--- src/rtl/param_miss_handler.sv ---
// Set-associative miss handler: fetches a block in beats, writes it into the data array,
// updates metadata and returns the missed word. Define PMH_CRITICAL_WORD_FIRST_EN for wrap-order fill.
module param_miss_handler #(
  parameter int NUM_WAYS        = 4,
  parameter int SET_BITS        = 4,
  parameter int TAG_BITS        = 8,
  parameter int WORD_WIDTH      = 20,
  parameter int WORDS_PER_BLOCK = 16,
  parameter int BEAT_WORDS      = 2,
  localparam int OFF   = $clog2(WORDS_PER_BLOCK),
  localparam int BEATS = WORDS_PER_BLOCK / BEAT_WORDS,
  localparam int BI    = (BEATS > 1) ? $clog2(BEATS) : 1,
  localparam int A     = TAG_BITS + SET_BITS + OFF,
  localparam int WI    = $clog2(NUM_WAYS),
  localparam int BWB   = $clog2(BEAT_WORDS),
  localparam int DAW   = SET_BITS + WI + BI,
  localparam int BW    = BEAT_WORDS * WORD_WIDTH
) (
  input  logic                  clk,
  input  logic                  arst,
  input  logic                  i_valid,
  input  logic                  i_hit,
  input  logic [A-1:0]          i_addr,
  input  logic [NUM_WAYS-1:0]   i_way_valid,
  input  logic [WI-1:0]         i_lru_way,
  output logic                  o_ready,
  output logic                  o_mem_req_valid,
  output logic [A-1:0]          o_mem_req_addr,
  input  logic                  i_mem_req_ready,
  input  logic [BW-1:0]         i_mem_data,
  input  logic                  i_mem_data_valid,
  output logic                  o_mem_ready,
  output logic                  o_da_valid,
  output logic [DAW-1:0]        o_da_addr,
  output logic [BW-1:0]         o_da_data,
  input  logic                  i_da_ready,
  output logic                  o_meta_valid,
  output logic [SET_BITS-1:0]   o_meta_set,
  output logic [WI-1:0]         o_meta_way,
  output logic [TAG_BITS-1:0]   o_meta_tag,
  output logic [WORD_WIDTH-1:0] o_word,
  output logic                  o_word_valid,
  output logic                  o_miss_state
);

  localparam logic [2:0] S_IDLE = 3'd0;
  localparam logic [2:0] S_REQ  = 3'd1;
  localparam logic [2:0] S_FILL = 3'd2;
  localparam logic [2:0] S_META = 3'd3;
  localparam logic [2:0] S_RESP = 3'd4;

  logic [2:0]            state_reg, state_next;
  logic [A-1:0]          addr_reg;
  logic [WI-1:0]         victim_reg;
  logic [BI:0]           rcv_cnt_reg, wr_cnt_reg;
  logic                  da_valid_reg;
  logic [DAW-1:0]        da_addr_reg;
  logic [BW-1:0]         da_data_reg;
  logic [WORD_WIDTH-1:0] word_reg;

  logic [WI-1:0]         victim_way;
  logic                  victim_found;
  logic [TAG_BITS-1:0]   tag_l;
  logic [SET_BITS-1:0]   set_l;
  logic [OFF-1:0]        off_l;
  logic [BI-1:0]         crit_beat, start_beat, cur_beat;
  logic [OFF-1:0]        req_off;
  int                    word_idx;
  logic                  start_miss, mem_xfer, da_fire, last_write;

  assign tag_l    = addr_reg[A-1 -: TAG_BITS];
  assign set_l    = addr_reg[OFF +: SET_BITS];
  assign off_l    = addr_reg[OFF-1:0];
  assign crit_beat = BI'(off_l >> BWB);
  assign word_idx = int'(off_l) % BEAT_WORDS;

`ifdef PMH_CRITICAL_WORD_FIRST_EN
  assign start_beat = crit_beat;
  assign req_off    = off_l & ~OFF'(BEAT_WORDS - 1);
`else
  assign start_beat = '0;
  assign req_off    = '0;
`endif

  // Memory returns beats in wrap order, so the n-th received beat lands at start+n.
  assign cur_beat = BI'((int'(start_beat) + int'(rcv_cnt_reg)) % BEATS);

  always_comb begin
    victim_way   = i_lru_way;
    victim_found = 1'b0;
    for (int w = 0; w < NUM_WAYS; w++) begin
      if (!victim_found && !i_way_valid[w]) begin
        victim_way   = WI'(w);
        victim_found = 1'b1;
      end
    end
  end

  assign start_miss  = (state_reg == S_IDLE) && i_valid && !i_hit;
  // The write register may only take a new beat once its current beat is leaving.
  assign o_mem_ready = (state_reg == S_FILL) && (rcv_cnt_reg != (BI+1)'(BEATS)) &&
                       !(da_valid_reg && !i_da_ready);
  assign mem_xfer    = o_mem_ready && i_mem_data_valid;
  assign da_fire     = da_valid_reg && i_da_ready;
  assign last_write  = da_fire && (wr_cnt_reg == (BI+1)'(BEATS - 1));

  always_comb begin
    state_next = state_reg;
    case (state_reg)
      S_IDLE: if (start_miss)      state_next = S_REQ;
      S_REQ:  if (i_mem_req_ready) state_next = S_FILL;
      S_FILL: if (last_write)      state_next = S_META;
      S_META: if (i_da_ready)      state_next = S_RESP;
      S_RESP:                      state_next = S_IDLE;
      default:                     state_next = S_IDLE;
    endcase
  end

  always_ff @(posedge clk or posedge arst) begin
    if (arst) begin
      state_reg    <= S_IDLE;
      addr_reg     <= '0;
      victim_reg   <= '0;
      rcv_cnt_reg  <= '0;
      wr_cnt_reg   <= '0;
      da_valid_reg <= 1'b0;
      da_addr_reg  <= '0;
      da_data_reg  <= '0;
      word_reg     <= '0;
    end else begin
      state_reg <= state_next;
      if (start_miss) begin
        addr_reg    <= i_addr;
        victim_reg  <= victim_way;
        rcv_cnt_reg <= '0;
        wr_cnt_reg  <= '0;
      end
      if (mem_xfer) begin
        rcv_cnt_reg  <= rcv_cnt_reg + (BI+1)'(1);
        da_valid_reg <= 1'b1;
        da_addr_reg  <= {set_l, victim_reg, cur_beat};
        da_data_reg  <= i_mem_data;
        if (cur_beat == crit_beat)
          word_reg <= i_mem_data[word_idx*WORD_WIDTH +: WORD_WIDTH];
      end else if (da_fire) begin
        da_valid_reg <= 1'b0;
      end
      if (da_fire)
        wr_cnt_reg <= wr_cnt_reg + (BI+1)'(1);
    end
  end

`ifdef PMH_CRITICAL_WORD_FIRST_EN
  logic word_pulse_reg;
  // The critical beat is always the first one received.
  always_ff @(posedge clk or posedge arst) begin
    if (arst) word_pulse_reg <= 1'b0;
    else      word_pulse_reg <= mem_xfer && (rcv_cnt_reg == '0);
  end
  assign o_word_valid = word_pulse_reg;
`else
  assign o_word_valid = (state_reg == S_RESP);
`endif

  assign o_ready         = (state_reg == S_IDLE);
  assign o_miss_state    = (state_reg != S_IDLE);
  assign o_mem_req_valid = (state_reg == S_REQ);
  assign o_mem_req_addr  = {addr_reg[A-1:OFF], req_off};
  assign o_da_valid      = da_valid_reg;
  assign o_da_addr       = da_addr_reg;
  assign o_da_data       = da_data_reg;
  assign o_meta_valid    = (state_reg == S_META) && i_da_ready;
  assign o_meta_set      = set_l;
  assign o_meta_way      = victim_reg;
  assign o_meta_tag      = tag_l;
  assign o_word          = word_reg;

endmodule

--- config.mk ---
export PLATFORM = sky130hd
export DESIGN_NAME = param_miss_handler
export DESIGN_NICKNAME = d
export VERILOG_FILES = /design/src/rtl/param_miss_handler.sv
export SDC_FILE = /design/constraint.sdc
export NUM_CORES = 1
export LEC_CHECK = 0
export BUFFER_PORTS_ARGS = -buffer_cell sky130_fd_sc_hd__buf_2
export CAP_MARGIN = 20
export CORE_MARGIN = 1
export CORE_UTILIZATION = 45
export CTS_BUF_LIST = sky130_fd_sc_hd__clkbuf_2 sky130_fd_sc_hd__clkbuf_4 sky130_fd_sc_hd__clkbuf_8
export DETAILED_ROUTE_END_ITERATION = 12
export MAX_ROUTING_LAYER = met4
export PLACE_DENSITY = 0.75
export SETUP_SLACK_MARGIN = 0.05
export SYNTH_ARGS = -nofsm -noshare
export SYNTH_HDL_FRONTEND = slang
export SYNTH_SLANG_ARGS = --single-unit
--- constraint.sdc ---
create_clock -name clk -period 4.3 [get_ports clk]
set_clock_uncertainty 0.2 [all_clocks]
set_input_delay 0.86 -clock clk [delete_from_list [all_inputs] [get_ports clk]]
set_output_delay 0.86 -clock clk [all_outputs]
set_load 0.005 [all_outputs]
# Yosys cells after proc, flatten, opt, wreduce, memory -nomap -nowiden
# Index checks and enable logic that the tools add are counted.
[word_totals]
ff_bits = 99
latchBits = 0
ram_bits = 0
rom_bits = 0
inputBits = 69
output_inout_bits = 106
word_cells = 68
mem_count = 0
[classes]
add_sub_neg = 2
mul = 1
div = 0
n_lt_le_gt_ge = 0
n_eq_ne = 11
shift = 1
muxes = 17
n_bitwise = 0
reduce_logical = 27
[ops]
columns = ["operator", "n"]
rows = [
  ["$shiftx A40 B7 Y20", 1],
  ["$logic_and A1 B1 Y1", 12],
  ["$mux W3", 4],
  ["$mux W4", 3],
  ["$pmux W3 S4", 1],
  ["$add A4 B1 Y4 const B", 2],
  ["$logic_not A1 Y1", 8],
  ["$mux W2", 4],
  ["$eq A3 B2 Y1 const B", 2],
  ["$reduce_bool A2 Y1", 3],
  ["$mux W1", 5],
  ["$eq A4 B3 Y1 const B", 1],
  ["$mul A1 B3 Y4 const B", 1],
  ["$ne A2 B1 Y1 const B", 2],
  ["$ne A2 B2 Y1 const B", 2],
  ["$ne A4 B4 Y1 const B", 1],
  ["$reduce_and A4 Y1", 1],
  ["$eq A3 B1 Y1 const B", 1],
  ["$eq A3 B3 Y1", 1],
  ["$eq A3 B3 Y1 const B", 1],
  ["$logic_not A3 Y1", 1],
  ["$reduce_bool A3 Y1", 1],
  ["$reduce_and A2 Y1", 1],
]

# Depth between registers and ports, before layout
[depth]
ltp_word = 9
depth_mapped = 7
ltp_nobuf = 6

# Worst setup path after synthesis
# OpenSTA, ideal clock, no wires.
[synth_path]
kind = "input to output"
start = "input port i_da_ready"
end = "output port o_mem_ready"
t_arrival_ns = 1.320
required_ns = 3.240
slack_ns = 1.920
cell_stages = 3
n_path_buf = 0
cell_sequence = "nand2b_1 o21ai_0 nor3_1"
[synth_via]
elab_chain_len = 4
[synth_rtl]
columns = ["element", "line_no", "rtl"]
rows = [
  ["start, declared", "36", "input logic i_da_ready,"],
  ["$logic_not A1 Y1", "102", "!(da_valid_reg && !i_da_ready);"],
  ["$logic_and A1 B1 Y1", "102", ""],
  ["$logic_not A1 Y1", "102", ""],
  ["$logic_and A1 B1 Y1", "101", "assign o_mem_ready = (state_reg == S_FILL) && (rcv_cnt_reg != (BI+1)'(BEATS)) &&"],
  ["end, declared", "32", "output logic o_mem_ready,"],
]
# No other way between the ends.

# Worst setup path after layout
[layout_path]
start = "register rcv_cnt_reg[0]"
end = "output port o_mem_ready"
[layout_via]
elab_chain_len = 3
[layout_rtl]
columns = ["element", "line_no", "rtl"]
rows = [
  ["start, declared", "55", "logic [BI:0] rcv_cnt_reg, wr_cnt_reg;"],
  ["start signal, assigned", "139", "rcv_cnt_reg <= rcv_cnt_reg + (BI+1)'(1);"],
  ["$ne A4 B4 Y1", "101", ""],
  ["$logic_and A1 B1 Y1 (2 in series)", "101", ""],
]
# No other way between the ends.

==> metrics.cfg <==
[cts]
cts_buffer_depth=2
post_cts_buffers=0
cts_resized=0
cts_root_buffer=clkbuf_8
htreeDepth=3
numCtsBuffers=9
clock-sinks=99
clock_latency_ns=0.36
cts_hold_buf=0
tritoncts=built
clkTransAtPathRegs_ns=0.10

[drt]
viasPerCell=4.896
finalWirelength_um=8756
drt.antenna.violating_nets=0
drc=0
m1WireLength_um=3760
firstDrtPassIters=4
top_layer=met4
wire_per_inst_um=14.62
wl_met3_um=613
drt_iter0_drc=37
dr_total_vias=2933
met2_length_um=4267

[critical_path]
crit_slowest_cell=dfrtp_1
cp_max_fo=6
critPathLaunchType=flip-flop
crit_type=reg -> out
worstPathArrival_ns=1.67
path_cells=inv_1 -> ha_1 -> nand2_1 -> o21ai_0 -> nor3_1 -> buf_2
cp-end-kind=output pin
max_stage_delay_ns=0.45
critical_path_required_ns=3.24
r2r_slack_ns=1.93

[timing]
fin_crit_sh_pct=63.42
drv_slew=0
fmax_mhz=366.7
hold_viol=0
worst_hold_slack_ns=0.1711
worstMarginPinSlew_ns=0.9536
rsz0062_at_grt=false
setup_tns_ns=0
period_needed_ns=2.727
slew_headroom_pct=36.42
finalSetupViolations=0

[cells_and_area]
area_growth_pct=22.60
final_common_cell=buf_2
diodes=0
final_util_pct=57.57
layout_common_cells=170 x buf_2, 104 x mux2_2, 99 x dfrtp_1
layout-drive-gt1-share_pct=64.26
register_area_mm2=0.002477
finalInstanceArea_mm2=0.005395
largest_reg_flops=40
finalNonFillerCells=599
nets=537
fill_cells=790
multiInputGateArea_mm2=0.001622

[synth]
yosys-top-cells-area=dfrtp_1 56%, mux2_2 27%, buf_4 4.8%
ys_ff_latch=99
yosys_warnings=0
ys_types=30
yosysTopAreaCellShare_pct=56.30
synthCells=317
yosysTopAreaCell=dfrtp_1
syn_avg_cell_area_um2=13.88
ys_seq_area_share_pct=56.30
syn_area_mm2=0.004400

[global_route]
grt_max_degree=79
grt_overflow_total=0
antenna_found_initial=0
grt_pass1_vias=2951
grt_pass1_wl_um=14200
grt_usage_pct=18.70

[power_and_ir_drop]
leakage_nw=2.690
ir_drop_mv=0.3248
powerDensity_mw_per_mm2=676.6

[placed_design]
place_area_mm2=0.005177
portBuffers=170
dp_hpwl_um=6255
dp.cells=582
place.gp.congestion=0.7357

[floorplanning]
dieHeight_um=100.9
die_w_um=100.9
dieArea_mm2=0.01018
core-area_mm2=0.009371
start_util_pct=46.96
ios=175
num_rows=35

[min_path]
hp-class=in -> async

[flow_run]
cap_violations=0

[status]
status=complete, no violations

-- critical path: cells and delay by family (launching register included) --
kind | cells | cell delay [ns]
flip-flops | 1 | 0.45
AND/OR/NAND/NOR | 2 | 0.34
buffers and inverters | 2 | 0.23
adder cells (fa/ha/maj) | 1 | 0.19
AO/OA/AOI/OAI | 1 | 0.09
-- power by group --
| part | leakage (nW) | internal (W) | switching, W |
|---|---|---|---|
| combinational | 1.38 | 0.000837 | 0.000550 |
| clock | 0.0992 | 0.000267 | 0.000320 |
| sequential | 1.22 | 0.00137 | 0.000305 |
| total | 2.69 | 0.00248 | 0.00117 |
-- cell families after synthesis --
family / share of synthesized area, %
AO/OA/AOI/OAI: 2.389
flip-flops: 56.30
XOR/XNOR: 0.9951
AND/OR/NAND/NOR: 4.919
multiplexers: 27.35
buffers and inverters: 7.108
other: 0.08522
adder cells (fa/ha/maj): 0.8531
-- Yosys cell counts --
| library cell | count |
|---|---|
| a21boi_0 | 1 |
| a21oi_1 | 2 |
| and4bb_2 | 1 |
| buf_1 | 1 |
| buf_2 | 7 |
| buf_4 | 28 |
| buf_6 | 2 |
| clkbuf_1 | 4 |
| conb_1 | 1 |
| dfrtp_1 | 99 |
| ha_1 | 3 |
| inv_1 | 7 |
| mux2_2 | 104 |
| mux2i_1 | 1 |
| mux4_2 | 1 |
| nand2_1 | 10 |
| nand2b_1 | 4 |
| nand3_1 | 11 |
| nand3b_1 | 2 |
| nor2_1 | 4 |
| nor3_1 | 1 |
| nor3b_1 | 2 |
| nor4_4 | 1 |
| o211ai_1 | 1 |
| o211ai_4 | 1 |
| o21ai_0 | 10 |
| o311ai_0 | 1 |
| or3_1 | 1 |
| or3b_2 | 1 |
| xor2_1 | 5 |
-- through the flow --
step                total power, W  setup slack (ns)
floorplan                 0.002596            0.6496
global placement          0.003044             1.621
detailed placement        0.003104             1.583
CTS                       0.003699             1.551
global route              0.003927             1.418
finish                    0.003650             1.573
-- layout make-up --
type	instances	share of cell area, %
flip-flops and latches	99	45.92
multi-input cells	172	30.06
repair buffers	176	16.98
well taps	129	2.992
clock buffers	9	2.296
clock inverters	7	1.229
inverters	7	0.5334
-- worst paths after layout --
kind                                            start                        end  cells past startpoint
setup / recovery           rcv_cnt_reg[0]$_DFFE_PP0P_                o_mem_ready                      6
hold / removal                                   arst  wr_cnt_reg[3]$_DFFE_PP0P_                      2
setup reg to reg           rcv_cnt_reg[0]$_DFFE_PP0P_  o_da_data[26]$_DFFE_PP0P_                      6
hold reg to reg              o_da_addr[3]$_DFFE_PP0P_   o_da_addr[3]$_DFFE_PP0P_                      1
max in group asynchronous                        arst  o_da_data[27]$_DFFE_PP0P_                      4
min in group clk             o_da_addr[3]$_DFFE_PP0P_   o_da_addr[3]$_DFFE_PP0P_                      1
-- metal layers --
| metal | vias up | global-route usage [%] |
|---|---|---|
| met5 | - | - |
| met4 | 0 | 6.689 |
| met3 | 11 | 4.785 |
| met2 | 127 | 29.35 |
| met1 | 1434 | 23.51 |
| li1 | 1361 | - |
No activity file was read; power rests on OpenSTA's default activity.
